### config.mk
export PLATFORM = sky130hd
export DESIGN_NAME = isqrt_core
export DESIGN_NICKNAME = d
export VERILOG_FILES = /design/src/rtl/isqrt_core.sv
export SDC_FILE = /design/constraint.sdc
export NUM_CORES = 1
export LEC_CHECK = 0
export ABC_AREA = 1
export ABC_CLOCK_PERIOD_IN_PS = 2300
export CORE_MARGIN = 4
export CORE_UTILIZATION = 54
export CTS_CLUSTER_DIAMETER = 40
export CTS_CLUSTER_SIZE = 40
export DETAILED_ROUTE_END_ITERATION = 8
export PLACE_DENSITY_LB_ADDON = 0.1
export SKIP_LAST_GASP = 1
export SLEW_MARGIN = 20
export SYNTH_ARGS = -nofsm -noshare
export SYNTH_HDL_FRONTEND = slang
export SYNTH_SLANG_ARGS = --single-unit
### constraint.sdc
create_clock -name clk -period 2.3 [get_ports clk]
set_input_delay 0.46 -clock clk [delete_from_list [all_inputs] [get_ports clk]]
set_output_delay 0.46 -clock clk [all_outputs]
set_load 0.005 [all_outputs]
### src/rtl/isqrt_core.sv
// Digit-by-digit integer square root: one result bit per cycle, WIDTH/2 cycles
// per operation, optional round-to-nearest with saturation on the root output.
module isqrt_core #(
  parameter int WIDTH = 16,
  parameter int ROUND = 0
) (
  input  logic                 clk,
  input  logic                 rst,
  input  logic                 start_i,
  input  logic [WIDTH-1:0]     radicand_i,
  output logic                 busy_o,
  output logic                 done_o,
  output logic [WIDTH/2-1:0]   root_o,
  output logic [WIDTH/2:0]     rem_o,
  output logic [1:0]           dbg_state_o
);

  localparam int  HALF = WIDTH / 2;
  localparam int  CW   = $clog2(HALF + 1);
  localparam bit  RND  = (ROUND != 0);

  if (((WIDTH % 2) != 0) || (WIDTH < 4)) begin : g_bad_width
    $error("isqrt_core: WIDTH must be even and at least 4");
  end

  typedef enum logic [1:0] {
    IDLE = 2'd0,
    CALC = 2'd1,
    DONE = 2'd2
  } state_t;

  state_t              r_state;
  logic                r_busy;
  logic                r_done;
  logic [WIDTH-1:0]    r_op;
  logic [HALF-1:0]     r_root;
  logic [HALF+1:0]     r_rem;
  logic [CW-1:0]       r_cnt;
  logic [HALF-1:0]     r_root_o;
  logic [HALF:0]       r_rem_o;

  logic [HALF+1:0]     w_rem_sh;
  logic [HALF+1:0]     w_trial;
  logic                w_ge;
  logic [HALF+1:0]     w_rem_nxt;
  logic [HALF-1:0]     w_root_nxt;
  logic [HALF-1:0]     w_root_up;
  logic                w_rnd_up;
  logic                w_sat;
  logic [HALF-1:0]     w_root_fin;
  logic                w_unused;

  // The partial remainder never exceeds 2*root, so its two top bits are
  // always zero before the shift and can be dropped without loss.
  assign w_rem_sh   = {r_rem[HALF-1:0], r_op[WIDTH-1 -: 2]};
  assign w_trial    = {r_root, 2'b01};
  assign w_ge       = (w_rem_sh >= w_trial);
  assign w_rem_nxt  = w_ge ? (w_rem_sh - w_trial) : w_rem_sh;
  assign w_root_nxt = {r_root[HALF-2:0], w_ge};

  assign w_root_up  = w_root_nxt + 1'b1;
  assign w_rnd_up   = (w_rem_nxt > {2'b00, w_root_nxt});
  assign w_sat      = &w_root_nxt;
  assign w_root_fin = (RND && w_rnd_up && !w_sat) ? w_root_up : w_root_nxt;

  assign w_unused   = ^{r_rem[HALF+1:HALF], r_root[HALF-1]};

  always_ff @(posedge clk or posedge rst) begin
    if (rst) begin
      r_state  <= IDLE;
      r_busy   <= 1'b0;
      r_done   <= 1'b0;
      r_op     <= '0;
      r_root   <= '0;
      r_rem    <= '0;
      r_cnt    <= '0;
      r_root_o <= '0;
      r_rem_o  <= '0;
    end else begin
      case (r_state)
        IDLE: begin
          if (start_i) begin
            r_state <= CALC;
            r_busy  <= 1'b1;
            r_op    <= radicand_i;
            r_root  <= '0;
            r_rem   <= '0;
            r_cnt   <= CW'(HALF);
          end
        end
        CALC: begin
          r_op   <= r_op << 2;
          r_rem  <= w_rem_nxt;
          r_root <= w_root_nxt;
          r_cnt  <= r_cnt - 1'b1;
          if (r_cnt == CW'(1)) begin
            r_state  <= DONE;
            r_busy   <= 1'b0;
            r_done   <= 1'b1;
            r_root_o <= w_root_fin;
            r_rem_o  <= w_rem_nxt[HALF:0];
          end
        end
        DONE: begin
          r_done <= 1'b0;
          if (start_i) begin
            r_state <= CALC;
            r_busy  <= 1'b1;
            r_op    <= radicand_i;
            r_root  <= '0;
            r_rem   <= '0;
            r_cnt   <= CW'(HALF);
          end else begin
            r_state <= IDLE;
          end
        end
        default: begin
          r_state <= IDLE;
          r_busy  <= 1'b0;
          r_done  <= 1'b0;
        end
      endcase
    end
  end

  assign busy_o      = r_busy;
  assign done_o      = r_done;
  assign root_o      = r_root_o;
  assign rem_o       = r_rem_o;
  assign dbg_state_o = r_state;

endmodule

==> results.toml, run 1 <==
[routing]
drt_iter0_drc = 142
firstDrtPassIters = 4
vias = 2384
ant_nets = 0
routed_wl_um = 6175
drc = 0
via_per_inst = 5.083
routedWlPerCell_um = 13.17

[yosys]
synth_area_per_cell_um2 = 8.309
ys_ff_latch = 57
netlist_instances = 348
syn_area_um2 = 2892
syn_nets = 379
ys_seq_area_frac = 0.4933
ys_warn_count = 0
yosysUniqueCellTypes = 28

[timing]
fin_worst_skew_ps = 10.25
final_max_slew_viol_count = 0
fin_tns_setup_ps = 0
slew_headroom = 0.7144
min_period_ps = 1853
setup_viol = 0
rsz0062_at_grt = "false"
hold_viol_final = 0
tightest_slew_ps = 427.9
min_period_over_period = 0.8057
fmax_mhz = 539.6

[die]
die_x_um = 81.18
dieArea_um2 = 6589
fp.coreArea_um2 = 5140
rows = 26
initial_utilization = 0.5626
ios = 40
die_h_um = 81.18

[clock_network]
clk_pin_slew_ps = 70
cts_sinks = 57
htree_levels = 3
worst_skew_pair.late_latency_ps = 340
cts_buffers = 9
cts_tree = "built"
clockBufferDepth = 2
cts_hold_buf = 0
cts-root-buf = "clkbuf_8"
cts_resized = 0
cts_setup_buffers = 0

[setup_path]
cp_cell_sequence = "ha_1 -> nand2_1 -> nor2_1 -> nand3_2 -> nand2_2 -> nor2_4 -> nand2_4 -> nand2_1 -> nand2_1 -> nand2_1 -> nand2_1"
crit_type = "reg2reg"
crit_buf_inv = 0
worstPathMaxFanout = 11
r2r-start = "r_rem[4]"
reg2reg_depth = 11
r2r_slack_ps = 450
required_ps = 2530
cpMostUsedCell = "nand2_1"
critPathTopFamily = "simple AND/OR/NAND/NOR gates"
critPathArrivalTime_ps = 2080
reg2reg_to = "r_rem[7]"
cp_slowest_cell = "dfrtp_1"
cpPeakStageDelay_ps = 420
cp-start-kind = "flip-flop"
worstSetupEndpointType = "flip-flop"

[global_route]
antenna_found_initial = 0
grt_max_degree = 58
grt_overflow = 0
grt_pass1_vias = 2360
grt_usage = 0.2178
grt_pass1_wl_um = 10810

[placed_design]
port_buffers = 39
dp_cells = 453
gp_congestion = 0.9363
hpwl_um = 4335

[flow_run]
cap_violations = 0

[final_layout]
diodes = 0
fin_cells = 469
nNetsFinal = 425
drive_gt1_frac = 0.1028
syn2layout_area_growth_pct = 24.71
mostFrequentLayoutCells = "nand2_1, dfrtp_1, clkdlybuf4s50_1, inv_1, nand3_1"
final_common_cell = "nand2_1"

[hold_path]
min_path_type = "in2async"

[pwr]
powerDensity_nw_per_um2 = 1698
irDropWorstVdd_v = 0.001089
cellLeakagePower_uw = 0.001879

[status]
status = "complete, no violations"
==> area by class of cell <==
| class | count | area, µm² |
|---|---|---|
| clock buffer | 10 | 137.6 |
| inverter | 38 | 142.6 |
| clock inverter | 6 | 105.1 |
| timing repair buffer | 46 | 455.4 |
| multi-input combinational | 242 | 1251 |
| sequential | 57 | 1426 |
| tap | 70 | 87.58 |
| fill | 449 | 1534 |
==> routing by layer <==
layer  track usage  vias to the layer above  wire (µm)
li1              -                     1203          -
met1        0.2783                     1125       2834
met2        0.3604                       51       2984
met3       0.06098                        5        295
met4       0.06588                        0         60
met5             0                        -          0
==> worst max-delay path by stage <==
stage,end,slack (ps),start,cells after the start
floorplan,busy_o,440,rst,1
global placement,r_rem[7],560,r_rem[1],11
detailed placement,r_rem[7],490,r_root[4],12
CTS,r_rem[7],470,r_root[4],12
global route,rem_o[7],220,r_root[4],12
finish,r_rem[7],450,r_rem[4],11
==> worst register-to-register path, stage by stage, from the launching register on <==
cell and delay, ps:
dfrtp_1 420, ha_1 350, nand2_1 140, nor2_1 80, nand3_2 60, nand2_2 60, nor2_4 220, nand2_4 160
nand2_1 100, nand2_1 60, nand2_1 60, nand2_1 50
==> logic make-up (layout without fill, tap and decap cells) <==
| kind of cell | Yosys count | in the layout | synth area share |
|---|---|---|---|
| compound gates | 39 | 39 | 0.08395 |
| xor+xnor | 4 | 4 | 0.01212 |
| fa+ha+maj | 12 | 12 | 0.05192 |
| buf+inv | 49 | 100 | 0.07399 |
| flops | 57 | 57 | 0.4933 |
| simple gates | 187 | 187 | 0.2847 |
==> Yosys cell counts (all sizes together) <==
| library cell | number | area [µm²] |
|---|---|---|
| a22oi | 14 | 105.1 |
| a21o | 1 | 7.510 |
| nand2 | 143 | 571.8 |
| dfrtp | 57 | 1426 |
| inv | 37 | 138.9 |
| clkbuf | 2 | 7.510 |
| nand3 | 24 | 130.1 |
| nand4 | 2 | 12.51 |
| buf | 9 | 63.81 |
| nor2 | 12 | 67.56 |
| or2 | 1 | 6.260 |
| nor3 | 1 | 5.000 |
| clkinv | 1 | 3.750 |
| xnor2 | 1 | 8.760 |
| ha | 12 | 150.1 |
| nand3b | 4 | 30.03 |
| a21oi | 4 | 20.02 |
| o21ai | 12 | 60.06 |
| xor2 | 3 | 26.28 |
| o22ai | 8 | 50.05 |
==> power breakdown <==
group	internal, µW	total [µW]	switching, µW
Clock	743	1150	406
Sequential	1460	1740	273
Combinational	1310	3240	1920
==> metrics by stage <==
step / utilization / hold slack, ps / total power, µW / cell area [µm²] / setup slack (ps)
2_1_floorplan: - / 442.8 / 4149 / 2892 / 440.4
3_3_place_gp: 0.6543 / 456.2 / 4904 / 3363 / 555.7
3_5_place_dp: 0.6543 / 459.3 / 4984 / 3363 / 485.9
4_1_cts: 0.7016 / 476.1 / 6175 / 3606 / 466.7
5_1_grt: 0.7016 / 498.5 / 6734 / 3606 / 221.9
6_report: 0.7016 / 475.3 / 6121 / 3606 / 446.9
==> flip-flops by register name, indices dropped and copies added (netlist names) <==
name         flops
done_o           1
root_o           8
dbg_state_o      2
rem_o            9
r_op            16
busy_o           1
r_rem            8
r_root           8
r_cnt            4
Power figures use the tool's default switching activity.
==> inputs of run 2 (changes only) <==
ABC_CLOCK_PERIOD_IN_PS = 1800   (was 2300)
clock period = 1.8 ns   (was 2.3 ns; I/O delays follow)
==> results.toml, run 2 (same netlist as run 1, synthesis figures left out) <==
[status]
status = "complete, no violations"

[die]
initial_utilization = 0.5626
die_h_um = 81.18
dieArea_um2 = 6589
die_x_um = 81.18
fp.coreArea_um2 = 5140
rows = 26
ios = 40

[clock_network]
clockBufferDepth = 2
htree_levels = 3
cts_buffers = 9
cts-root-buf = "clkbuf_8"
worst_skew_pair.late_latency_ps = 320
clk_pin_slew_ps = 60
cts_tree = "built"
cts_hold_buf = 0
cts_sinks = 57

[final_layout]
drive_gt1_frac = 0.1842
final_common_cell = "nand2_1"
nNetsFinal = 444
largest_register_ffs = 16
mostFrequentLayoutCells = "nand2_1, dfrtp_1, clkdlybuf4s50_1, inv_1"
syn2layout_area_growth_pct = 33.67
diodes = 0
utilization = 0.7519
regMostFlops = "r_op"
fin_cells = 488

[routing]
drt_iter0_drc = 108
ant_nets = 0
via_per_inst = 5.143
drc = 0
routed_wl_um = 6563
routedWlPerCell_um = 13.45
vias = 2510
firstDrtPassIters = 4

[global_route]
grt_pass1_wl_um = 10710
grt_max_degree = 28
grt_overflow = 0
grt_usage = 0.2143
antenna_found_initial = 0
grt_pass1_vias = 2379

[setup_path]
worstSetupEndpointType = "flip-flop"
critPathTopFamily = "simple AND/OR/NAND/NOR gates"
crit_type = "reg2reg"
cpPeakStageDelay_ps = 440
worstPathMaxFanout = 7
cp_slowest_cell = "dfrtp_1"
required_ps = 2020
reg2reg_depth = 11
cp_cell_sequence = "ha_4 -> nand2_2 -> nor2_1 -> nand2_1 -> nand3_2 -> nand2_4 -> buf_12 -> nand3_1 -> nand2_2 -> nand2_1 -> nand2_1"
cpMostUsedCell = "nand2_1"
cp-start-kind = "flip-flop"
worst-path-stages = 11
crit_buf_inv = 1
critPathArrivalTime_ps = 1970
r2r_slack_ps = 50

[timing]
fin_hold_ws_ps = 299.4
slew_headroom = 0.8166
tightest_slew_ps = 274.5
fmax_mhz = 570.4
fin_worst_skew_ps = 5.840
min_period_over_period = 0.9740
hold_viol_final = 0
setup_viol = 0
min_period_ps = 1753
rsz0062_at_grt = "true"
final_max_slew_viol_count = 0

[placed_design]
hpwl_um = 4521
gp_congestion = 0.8562
dp_cells = 464
port_buffers = 39

[pwr]
powerDensity_nw_per_um2 = 2204
cellLeakagePower_uw = 0.001965
irDropWorstVdd_v = 0.001291

[hold_path]
min_path_type = "in2async"

[flow_run]
cap_violations = 0
==> run 2: changes by cell type in the layout (fill, tap and decap cells not counted), sizes merged <==
cell / previous run / this run
clkinv: 4 / 2
bufinv: 3 / 1
buf: 7 / 26
clkbuf: 10 / 14
==> run 2: worst register-to-register path, stage by stage, from the launching register on <==
cell	delay [ps]
dfrtp_1	440
ha_4	300
nand2_2	60
nor2_1	90
nand2_1	110
nand3_2	120
nand2_4	90
buf_12	150
nand3_1	90
nand2_2	70
nand2_1	70
nand2_1	50
==> run 2: power by group <==
group          leakage (µW)  internal, µW  switching [µW]  total (µW)
Sequential         0.000720          1870             386        2260
Combinational       0.00114          2300            2740        5040
Clock              0.000107           752             469        1220
==> run 2: worst paths after layout <==
| path | start | end |
|---|---|---|
| setup / recovery | r_rem[2] | rem_o[5] |
| hold / removal | rst | r_op[6] |
| setup reg to reg | r_rem[2] | rem_o[5] |
| hold reg to reg | r_op[1] | r_op[1] |
| max in group asynchronous | rst | r_root[6] |
| min in group clk | r_op[1] | r_op[1] |
==> run 2: layout make-up <==
cell class,count,area [µm²]
Multi-Input combinational cell,242,1374
Timing Repair Buffer,65,626.9
Clock inverter,2,35.03
Sequential cell,57,1426
Inverter,38,142.6
Fill cell,401,1275
Clock buffer,14,172.7
Tap cell,70,87.58
==> run 2: repair_timing <==
action | CTS | global route
setup endpoints to repair | 0 | 19
setup buffers | 0 | 8
resized for setup | 0 | 22
==> run 2: through the flow <==
stage	TNS, ps	setup slack (ps)	area [µm²]	total power (µW)
global placement	0	61.67	3446	6418
finish	0	46.77	3865	8517
global route	-449.8	-71.58	3865	9268
detailed placement	0	19.15	3446	6537
floorplan	0	40.36	2892	5301
CTS	0	9.718	3654	7810
==> run 2: layer usage <==
layer	global-route usage	wire length, µm	up-vias
met5	0	0	-
met4	0.08953	173	0
met3	0.05100	219	19
met2	0.3596	3379	54
met1	0.2644	2790	1200
li1	-	-	1237
==> inputs of run 3 (changes only) <==
HOLD_SLACK_MARGIN = 0.15   (was not set)
==> results of run 3 <==
The final DEF is identical to that of run 2; final timing and power are the same.
